**config.mk**
```make
export PLATFORM = sky130hd
export DESIGN_NAME = branch_unit
export DESIGN_NICKNAME = d
export VERILOG_FILES = /design/src/rtl/branch_unit.sv
export SDC_FILE = /design/constraint.sdc
export NUM_CORES = 1
export LEC_CHECK = 0
export ABC_CLOCK_PERIOD_IN_PS = 3700
export BUFFER_PORTS_ARGS = -buffer_cell sky130_fd_sc_hd__buf_4
export CAP_MARGIN = 30
export CORE_MARGIN = 8
export CORE_UTILIZATION = 46
export CTS_BUF_LIST = sky130_fd_sc_hd__clkbuf_2 sky130_fd_sc_hd__clkbuf_4 sky130_fd_sc_hd__clkbuf_8
export DETAILED_ROUTE_END_ITERATION = 12
export PLACE_DENSITY = 0.79
export REMOVE_ABC_BUFFERS = 1
export SLEW_MARGIN = 10
export SYNTH_ARGS = -nofsm -noshare
export SYNTH_HDL_FRONTEND = slang
export SYNTH_SLANG_ARGS = --single-unit
```
**constraint.sdc**
```tcl
create_clock -name clock -period 3.7 [get_ports clock]
set_input_delay 0.555 -clock clock [delete_from_list [all_inputs] [get_ports clock]]
set_output_delay 0.555 -clock clock [all_outputs]
set_load 0.005 [all_outputs]
```
**src/rtl/branch_unit.sv**
```systemverilog
// Branch/jump resolution unit: condition evaluation, target generation and a registered
// redirect/flush sequencer. Define BRANCH_STATS_EN to build the saturating statistics counters.
module branch_unit #(
  parameter int ADDRESS_BITS = 16,
  parameter int FLUSH_CYCLES = 2
) (
  input  logic                    clock,
  input  logic                    reset,
  input  logic                    valid_in,
  input  logic                    is_branch,
  input  logic                    is_jal,
  input  logic                    is_jalr,
  input  logic [2:0]              funct3,
  input  logic [ADDRESS_BITS-1:0] PC_in,
  input  logic [31:0]             rs1_data,
  input  logic [31:0]             rs2_data,
  input  logic [31:0]             imm,
  output logic                    next_PC_select,
  output logic [ADDRESS_BITS-1:0] target_PC,
  output logic [31:0]             link_value,
  output logic                    flush,
  output logic                    busy,
  output logic                    misaligned,
  output logic [15:0]             taken_count,
  output logic [15:0]             branch_count
);

  typedef enum logic [1:0] {IDLE = 2'd0, REDIRECT = 2'd1, FLUSH = 2'd2} state_t;

  state_t                  state_reg, state_next;
  logic [2:0]              cnt_reg, cnt_next;
  logic                    nps_reg, nps_next;
  logic                    mis_reg, mis_next;
  logic                    flush_reg, flush_next;
  logic                    busy_reg, busy_next;
  logic [ADDRESS_BITS-1:0] target_reg, target_next;
  logic [31:0]             link_reg, link_next;

  logic [31:0] pc_ext;
  logic [31:0] target_full;
  logic        target_unused;
  logic        cond_true;
  logic        is_jump;
  logic        sel_branch;
  logic        transfer;
  logic        can_accept;
  logic        accept;
  logic        issue;
  logic        fault;

  assign pc_ext        = 32'(PC_in);
  assign target_unused = ^target_full;

  always_comb begin
    cond_true = 1'b0;
    case (funct3)
      3'b000:  cond_true = (rs1_data == rs2_data);
      3'b001:  cond_true = (rs1_data != rs2_data);
      3'b100:  cond_true = ($signed(rs1_data) <  $signed(rs2_data));
      3'b101:  cond_true = ($signed(rs1_data) >= $signed(rs2_data));
      3'b110:  cond_true = (rs1_data <  rs2_data);
      3'b111:  cond_true = (rs1_data >= rs2_data);
      default: cond_true = 1'b0;
    endcase
  end

  // jalr outranks jal, which outranks a conditional branch
  assign is_jump     = is_jalr | is_jal;
  assign sel_branch  = is_branch & ~is_jump;
  assign target_full = is_jalr ? ((rs1_data + imm) & 32'hFFFF_FFFE) : (pc_ext + imm);
  assign transfer    = is_jump | (sel_branch & cond_true);

  // The last flush cycle's closing edge already behaves as IDLE
  assign can_accept = (state_reg == IDLE) || ((state_reg == FLUSH) && (cnt_reg == 3'd0));
  assign accept     = valid_in & can_accept;
  assign issue      = accept & transfer & (target_full[1:0] == 2'b00);
  assign fault      = accept & transfer & (target_full[1:0] != 2'b00);

  always_ff @(posedge clock) begin
    if (!reset) begin
      state_reg  <= IDLE;
      cnt_reg    <= 3'd0;
      nps_reg    <= 1'b0;
      mis_reg    <= 1'b0;
      flush_reg  <= 1'b0;
      busy_reg   <= 1'b0;
      target_reg <= '0;
      link_reg   <= 32'd0;
    end else begin
      state_reg  <= state_next;
      cnt_reg    <= cnt_next;
      nps_reg    <= nps_next;
      mis_reg    <= mis_next;
      flush_reg  <= flush_next;
      busy_reg   <= busy_next;
      target_reg <= target_next;
      link_reg   <= link_next;
    end
  end

  always_comb begin
    state_next = state_reg;
    cnt_next   = cnt_reg;
    case (state_reg)
      IDLE: begin
        if (issue) state_next = REDIRECT;
      end
      REDIRECT: begin
        state_next = FLUSH;
        cnt_next   = 3'(FLUSH_CYCLES - 1);
      end
      FLUSH: begin
        if (cnt_reg != 3'd0) cnt_next = cnt_reg - 3'd1;
        else                 state_next = issue ? REDIRECT : IDLE;
      end
      default: state_next = IDLE;
    endcase
  end

  always_comb begin
    nps_next    = issue;
    mis_next    = fault;
    flush_next  = (state_next == FLUSH);
    busy_next   = (state_next == FLUSH);
    target_next = issue ? target_full[ADDRESS_BITS-1:0] : target_reg;
    link_next   = (accept & is_jump) ? (pc_ext + 32'd4) : link_reg;
  end

  assign next_PC_select = nps_reg;
  assign misaligned     = mis_reg;
  assign flush          = flush_reg;
  assign busy           = busy_reg;
  assign target_PC      = target_reg;
  assign link_value     = link_reg;

`ifdef BRANCH_STATS_EN
  logic [15:0] taken_count_reg;
  logic [15:0] branch_count_reg;

  always_ff @(posedge clock) begin
    if (!reset) begin
      taken_count_reg  <= 16'd0;
      branch_count_reg <= 16'd0;
    end else begin
      if (accept && sel_branch && (branch_count_reg != 16'hFFFF))
        branch_count_reg <= branch_count_reg + 16'd1;
      if (issue && (taken_count_reg != 16'hFFFF))
        taken_count_reg <= taken_count_reg + 16'd1;
    end
  end

  assign taken_count  = taken_count_reg;
  assign branch_count = branch_count_reg;
`else
  assign taken_count  = 16'd0;
  assign branch_count = 16'd0;
`endif

endmodule

```
==> results of run 1 <==
==> cell usage after synthesis (all sizes together), types with 2 or more instances <==
master	n
a31oi	6
and2	2
o211ai	13
clkbuf	12
nor4bb	2
a21oi	39
or4	2
o31ai	4
buf	50
and3	10
nand2	58
ha	64
o21bai	2
nand4	12
fa	2
and4	2
a211o	3
nor3	9
xnor2	22
mux2i	18
xor2	12
nor2	47
nand2b	6
a211oi	16
o21ai	22
a21o	8
dfxtp	41
o41ai	4
inv	48
o21a	6
nor4	4
nor2b	10
o22ai	2
nor3b	2
nand3	17
==> routing by layer <==
metal | GRT usage, % | share of wire (%) | up-vias | wire length, µm
li1 | - | - | 2270 | -
met3 | 4.12 | 7.9 | 21 | 1010
met5 | 0 | 0 | - | 0
met4 | 5.95 | 1.8 | 0 | 235
met2 | 33.3 | 49 | 159 | 6270
met1 | 21.6 | 41 | 2001 | 5310
==> metrics by stage <==
step / std cells / setup WS (ns) / utilization, %
detailed placement: 852 / 0.407 / 57.2
global placement: 852 / 0.521 / 57.2
finish: 859 / 0.769 / 58.3
CTS: 859 / 0.705 / 58.3
global route: 859 / 0.464 / 58.3
floorplan: 575 / -0.0830 / -
==> final timing paths <==
| check | from | cells after the start | end | slack (ns) |
|---|---|---|---|---|
| max | rs1_data[14] | 11 | target_PC[7] | 0.77 |
| min | link_value[1] | 2 | link_value[1] | 0.46 |
| max reg2reg | cnt_reg[0] | 11 | target_PC[1] | 1.11 |
| min reg2reg | link_value[1] | 2 | link_value[1] | 0.46 |
==> layout make-up <==
type | instances | area, µm²
multi-input combinational | 486 | 3290
clock inverter | 2 | 35.0
fill | 875 | 4040
clock buffer | 5 | 68.8
timing repair buffer | 144 | 1080
sequential | 41 | 821
inverter | 48 | 180
tap | 133 | 166
==> worst register-to-register path: cells and delay by family (launching register included) <==
family,cells,cell delay [ns]
adders and majority gates,1,0.16
DFF,1,0.34
buffers and inverters,3,0.49
AOI/OAI and AO/OA,3,0.68
and+or+nand+nor,4,0.82
==> where the power goes <==
group / internal, mW / switching (mW) / total (mW)
Combinational: 0.295 / 0.317 / 0.612
Clock: 0.196 / 0.153 / 0.349
Sequential: 0.470 / 0.0159 / 0.486
==> cells in the final DEF, fill, tap and decap left out, drive strengths merged, types with 2 or more instances in the layout <==
cell / n
nor2b: 10
fa: 2
mux2i: 18
buf: 144
o21ai: 22
nor4bb: 2
a211oi: 16
a21o: 8
a31oi: 6
and2: 2
o21a: 6
nand2: 58
clkbuf: 5
o211ai: 13
nand3: 17
nor2: 47
conb: 47
nand2b: 6
and3: 10
o31ai: 4
a21oi: 39
nor3b: 2
xnor2: 22
o41ai: 4
dfxtp: 41
inv: 48
ha: 64
a211o: 3
o21bai: 2
nor4: 4
or4: 2
nand4: 12
o22ai: 2
xor2: 12
and4: 2
nor3: 9
==> logic make-up after synthesis <==
| kind of cell | count (synthesis) | share of synthesized area (%) |
|---|---|---|
| DFF | 41 | 18.0 |
| and+or+nand+nor | 187 | 19.9 |
| buffers and inverters | 110 | 13.6 |
| AOI/OAI and AO/OA | 134 | 19.4 |
| adders and majority gates | 66 | 18.5 |
| muxes | 18 | 3.96 |
| other | 1 | 0.0825 |
| xor gates and xnor gates | 34 | 6.55 |
==> impl_metrics.yaml, run 1 <==
final_layout:
  layout.nets: 913
  area_growth_pct: 24.2
  largest_reg_flops: 17
  fin_area_um2: 5650
  drive_gt1_share_pct: 21.9
  antennaDiodeCount: 0
pwr:
  peakVddDrop_mv: 0.204
  pwr_density_cell_nw_per_um2: 256
  finalPower_mw: 1.45
  p_leak_nw: 2.86
critical_path:
  critPathKind: "in2reg"
  critPathSlowestCell: "nor4_2"
  cp_data_arrival_time_ns: 3.16
  worstSetupStartpointType: "primary input"
  path_max_fanout: 18
  crit_family: "compound AO/OA/AOI/OAI gates"
  cp_common_cell: "buf_4"
  path_buf_inv: 2
  critPathCaptureType: "flop"
  path_cells: "buf_4 > ha_1 > nand4_1 > nor4_2 > a21boi_2 > o32a_1 > a211o_1 > nor2_1 > o41ai_4 > buf_4 > mux2i_1"
  max_stage_delay_ns: 0.38
  cp.required_ns: 3.93
clock_network:
  cts-root-buf: "clkbuf_8"
  clk_pin_slew_ns: 0.08
  htreeDepth: 2
  cts_made_buffers: 5
  cts.sinks: 41
  clockBufferDepth: 2
  hold_buffers: 0
  clock_latency_ns: 0.30
  cts_tree: "yes"
  cts.repair.resized: 0
  cts_setup_buffers: 0
place:
  io_buffers: 141
  routabilityCongestion: 0.878
  dpl_cell_area_um2: 5540
  hpwl_um: 11100
flow_run:
  cap_violations: 0
synthesis:
  synth-async-reset-ratio_pct: 0
  synth.avg_cell_area_um2: 7.70
  synth_largest_area_cell: "dfxtp_1"
  synth_enable_flop_cells: 0
  synth_cell_types: 56
  synth_warnings: 0
  synth-seq-area-share_pct: 18.0
  syn-cell-area_um2: 4550
  synth_top_flop_cell: "dfxtp_1"
  yosys-top-cells-area: "dfxtp_1 (18%), ha_1 (18%), buf_4 (7.9%)"
  netlist.area_leader.share_pct: 18.0
  syn-instance-count: 591
  ys_seq_elements: 41
sta:
  fmax_mhz: 341
  hold_violations: 0
  finalMaxSlewViolations: 0
  finalSetupViolCount: 0
  fin_skew_ns: 0.00625
  max_slew_margin_pct: 50.0
  rsz0062_at_grt: "false"
  finalCriticalPeriod_ns: 2.93
  post-route-period-util_pct: 79.2
  setup_tns_ns: 0
  whs_ns: 0.463
  worst_pin_slew_ns: 0.749
routing:
  firstDrtPassIters: 4
  num_vias: 4451
  avgViaCountPerCell: 5.18
  drc: 0
  drtAntennaViolNets: 0
  detail_route.wl_per_cell_um: 14.9
  drt-initial-drc-count: 124
  detail_route.wirelength_um: 12800
global_routing:
  grtUsageTotal_pct: 18.7
  antenna_found_initial: 0
  grt_pass1_vias: 4573
  globalRoute.totalOverflow: 0
  grt_pass1_wl_um: 20400
  grt_start_max_net_pins: 34
floorplan:
  core_um2: 9680
  design.die.area_um2: 13300
  initial_core_util_pct: 47.0
  io-pin-count: 205
  die_w_um: 115
  die_y_um: 115
  rows: 36
status:
  outcome: "completed"
hold_path:
  hp-class: "reg2reg"
Note: power is estimated with default switching activity, not from simulation.
==> inputs of run 2 (changes only) <==
--- a/config.mk
+++ b/config.mk
@@ -5,14 +5,14 @@
 export SDC_FILE = /design/constraint.sdc
 export NUM_CORES = 1
 export LEC_CHECK = 0
-export ABC_CLOCK_PERIOD_IN_PS = 3700
+export ABC_CLOCK_PERIOD_IN_PS = 2600
 export BUFFER_PORTS_ARGS = -buffer_cell sky130_fd_sc_hd__buf_4
 export CAP_MARGIN = 30
 export CORE_MARGIN = 8
-export CORE_UTILIZATION = 46
+export CORE_UTILIZATION = 45
 export CTS_BUF_LIST = sky130_fd_sc_hd__clkbuf_2 sky130_fd_sc_hd__clkbuf_4 sky130_fd_sc_hd__clkbuf_8
 export DETAILED_ROUTE_END_ITERATION = 12
-export PLACE_DENSITY = 0.79
+export PLACE_DENSITY = 0.81
 export REMOVE_ABC_BUFFERS = 1
 export SLEW_MARGIN = 10
 export SYNTH_ARGS = -nofsm -noshare
==> constraint.sdc (replaced) <==
create_clock -name clock -period 2.6 [get_ports clock]
set_input_delay 0.39 -clock clock [delete_from_list [all_inputs] [get_ports clock]]
set_output_delay 0.39 -clock clock [all_outputs]
set_load 0.005 [all_outputs]
==> impl_metrics.yaml, run 2 (synthesized netlist as in run 1, its figures left out) <==
pwr:
  clkPwrFrac_pct: 24.5
  peakVddDrop_mv: 0.257
  p_int_mw: 1.46
  power_frac_seq_pct: 31.5
  p_leak_nw: 3.06
  power_switching_mw: 0.736
  comb_power_share_pct: 44.0
  pwr_density_cell_nw_per_um2: 363
  switching_share_pct: 33.6
final_layout:
  area_growth_pct: 32.9
  largest_reg_flops: 17
  drive_gt1_share_pct: 27.0
  nFillCells: 862
  antennaDiodeCount: 0
  layout.nets: 945
  final_cell_mix: "buf_4 (172), ha_1 (60), nand2_1 (58), conb_1 (47), nor2_1 (46)"
  final_common_cell: "buf_4"
  fin_area_um2: 6050
clock_network:
  clk_pin_slew_ns: 0.08
  hold_buffers: 0
  clock_latency_ns: 0.29
  cts-root-buf: "clkbuf_8"
  clockBufferDepth: 2
  htreeDepth: 2
  cts.sinks: 41
  cts_tree: "yes"
  cts_made_buffers: 5
sta:
  finalCriticalPeriod_ns: 2.67
  post-route-period-util_pct: 103
  finalSetupViolCount: 16
  rsz0062_at_grt: "true"
  max_slew_margin_pct: 50.0
  fin_ws_ns: -0.0680
  finalMaxSlewViolations: 0
  fmax_mhz: 375
  hold_violations: 0
  fin_skew_ns: 0.00421
  worst_pin_slew_ns: 0.748
critical_path:
  worstSetupStartpointType: "primary input"
  critPathCaptureType: "flop"
  cp_data_arrival_time_ns: 2.86
  cp.required_ns: 2.79
  path_max_fanout: 9
  critPathKind: "in2reg"
floorplan:
  core_um2: 9770
  die_y_um: 117
  die_w_um: 117
  io-pin-count: 205
  design.die.area_um2: 13600
  initial_core_util_pct: 46.5
  rows: 36
hold_path:
  hp-class: "in2reg"
routing:
  met3_length_um: 1090
  detail_route.wirelength_um: 14300
  num_vias: 4707
  detail_route.wl_per_cell_um: 16.0
  drtAntennaViolNets: 0
  avgViaCountPerCell: 5.28
  firstDrtPassIters: 4
  drt-initial-drc-count: 214
  wirelength_met1_um: 5880
  wl_met2_um: 6890
  drc: 0
  top_layer: "met4"
global_routing:
  grt_pass1_vias: 4751
  grt_start_max_net_pins: 33
  grtUsageTotal_pct: 20.1
  grt_pass1_wl_um: 22200
  antenna_found_initial: 0
  globalRoute.totalOverflow: 0
place:
  io_buffers: 141
  hpwl_um: 12000
  dp_slack_ns: -0.390
  dpl_cell_area_um2: 5750
  routabilityCongestion: 0.843
status:
  outcome: "complete, but fails checks"
  violations: "setup timing"
flow_run:
  cap_violations: 0
[run 2: changes by cell type in the layout (fill, tap and decap cells not counted), sizes merged]
cell,before,now
clkbuf,5,7
clkinv,1,0
buf,144,175
clkinvlp,0,1
[run 2: worst paths after layout]
kind	endpoint	startpoint	slack, ns	cells after the start
min reg2reg	link_value[0]	link_value[0]	0.46	2
max	target_PC[1]	rs1_data[13]	-0.07	14
min	link_value[2]	PC_in[2]	0.33	2
max reg2reg	target_PC[1]	cnt_reg[0]	0.08	12
[run 2: power by group through the flow]
stage | logic [mW] | clock network, mW | registers, mW
4_1_cts | 0.934 | 0.547 | 0.692
3_3_place_gp | 0.875 | 0 | 0.704
3_5_place_dp | 0.906 | 0 | 0.707
5_1_grt | 1.07 | 0.579 | 0.698
2_1_floorplan | 0.514 | 0 | 0.708
6_report | 0.965 | 0.538 | 0.692
[run 2: timing repair]
action,in CTS,in global routing
hold endpoints to repair,0,0
pin swaps,4,10
setup buffers,2,2
gates cloned,1,1
setup endpoints to repair,17,18
resized for setup,9,8
[run 2: metrics by stage]
step	util, %	hold slack [ns]	TNS (ns)	power, mW	std cells
2_1_floorplan	-	0.453	-17.17	1.22	575
3_3_place_gp	58.8	0.446	-5.17	1.58	878
3_5_place_dp	58.8	0.452	-6.52	1.61	878
4_1_cts	60.9	0.324	-0.176	2.17	889
5_1_grt	61.9	0.313	-3.15	2.35	892
6_report	61.9	0.328	-0.711	2.19	892
[run 2: final cells by class]
class	instances	area, µm²	share of cell area [%]
Clock buffer	6	82.6	1.37
Clock inverter	2	37.5	0.621
Inverter	48	180	2.98
Multi-Input combinational cell	486	3380	56.0
Sequential cell	41	821	13.6
Tap cell	133	166	2.75
Timing Repair Buffer	176	1380	22.7
[run 2: worst max-delay path: stages]
cell and delay [ns]:
buf_4 0.12, ha_1 0.30, nand4_1 0.17, buf_4 0.15
nor2_1 0.04, o2bb2ai_1 0.13, o32a_1 0.40, buf_4 0.15
a211o_1 0.26, nor2_2 0.15, o41ai_4 0.10, buf_6 0.16
buf_16 0.15, and3_2 0.20
[run 2: metal layers]
metal / vias to the layer above / GRT usage (%)
li1: 2343 / -
met4: 0 / 7.17
met1: 2135 / 23.8
met5: - / 0
met2: 203 / 35.6
met3: 26 / 3.67
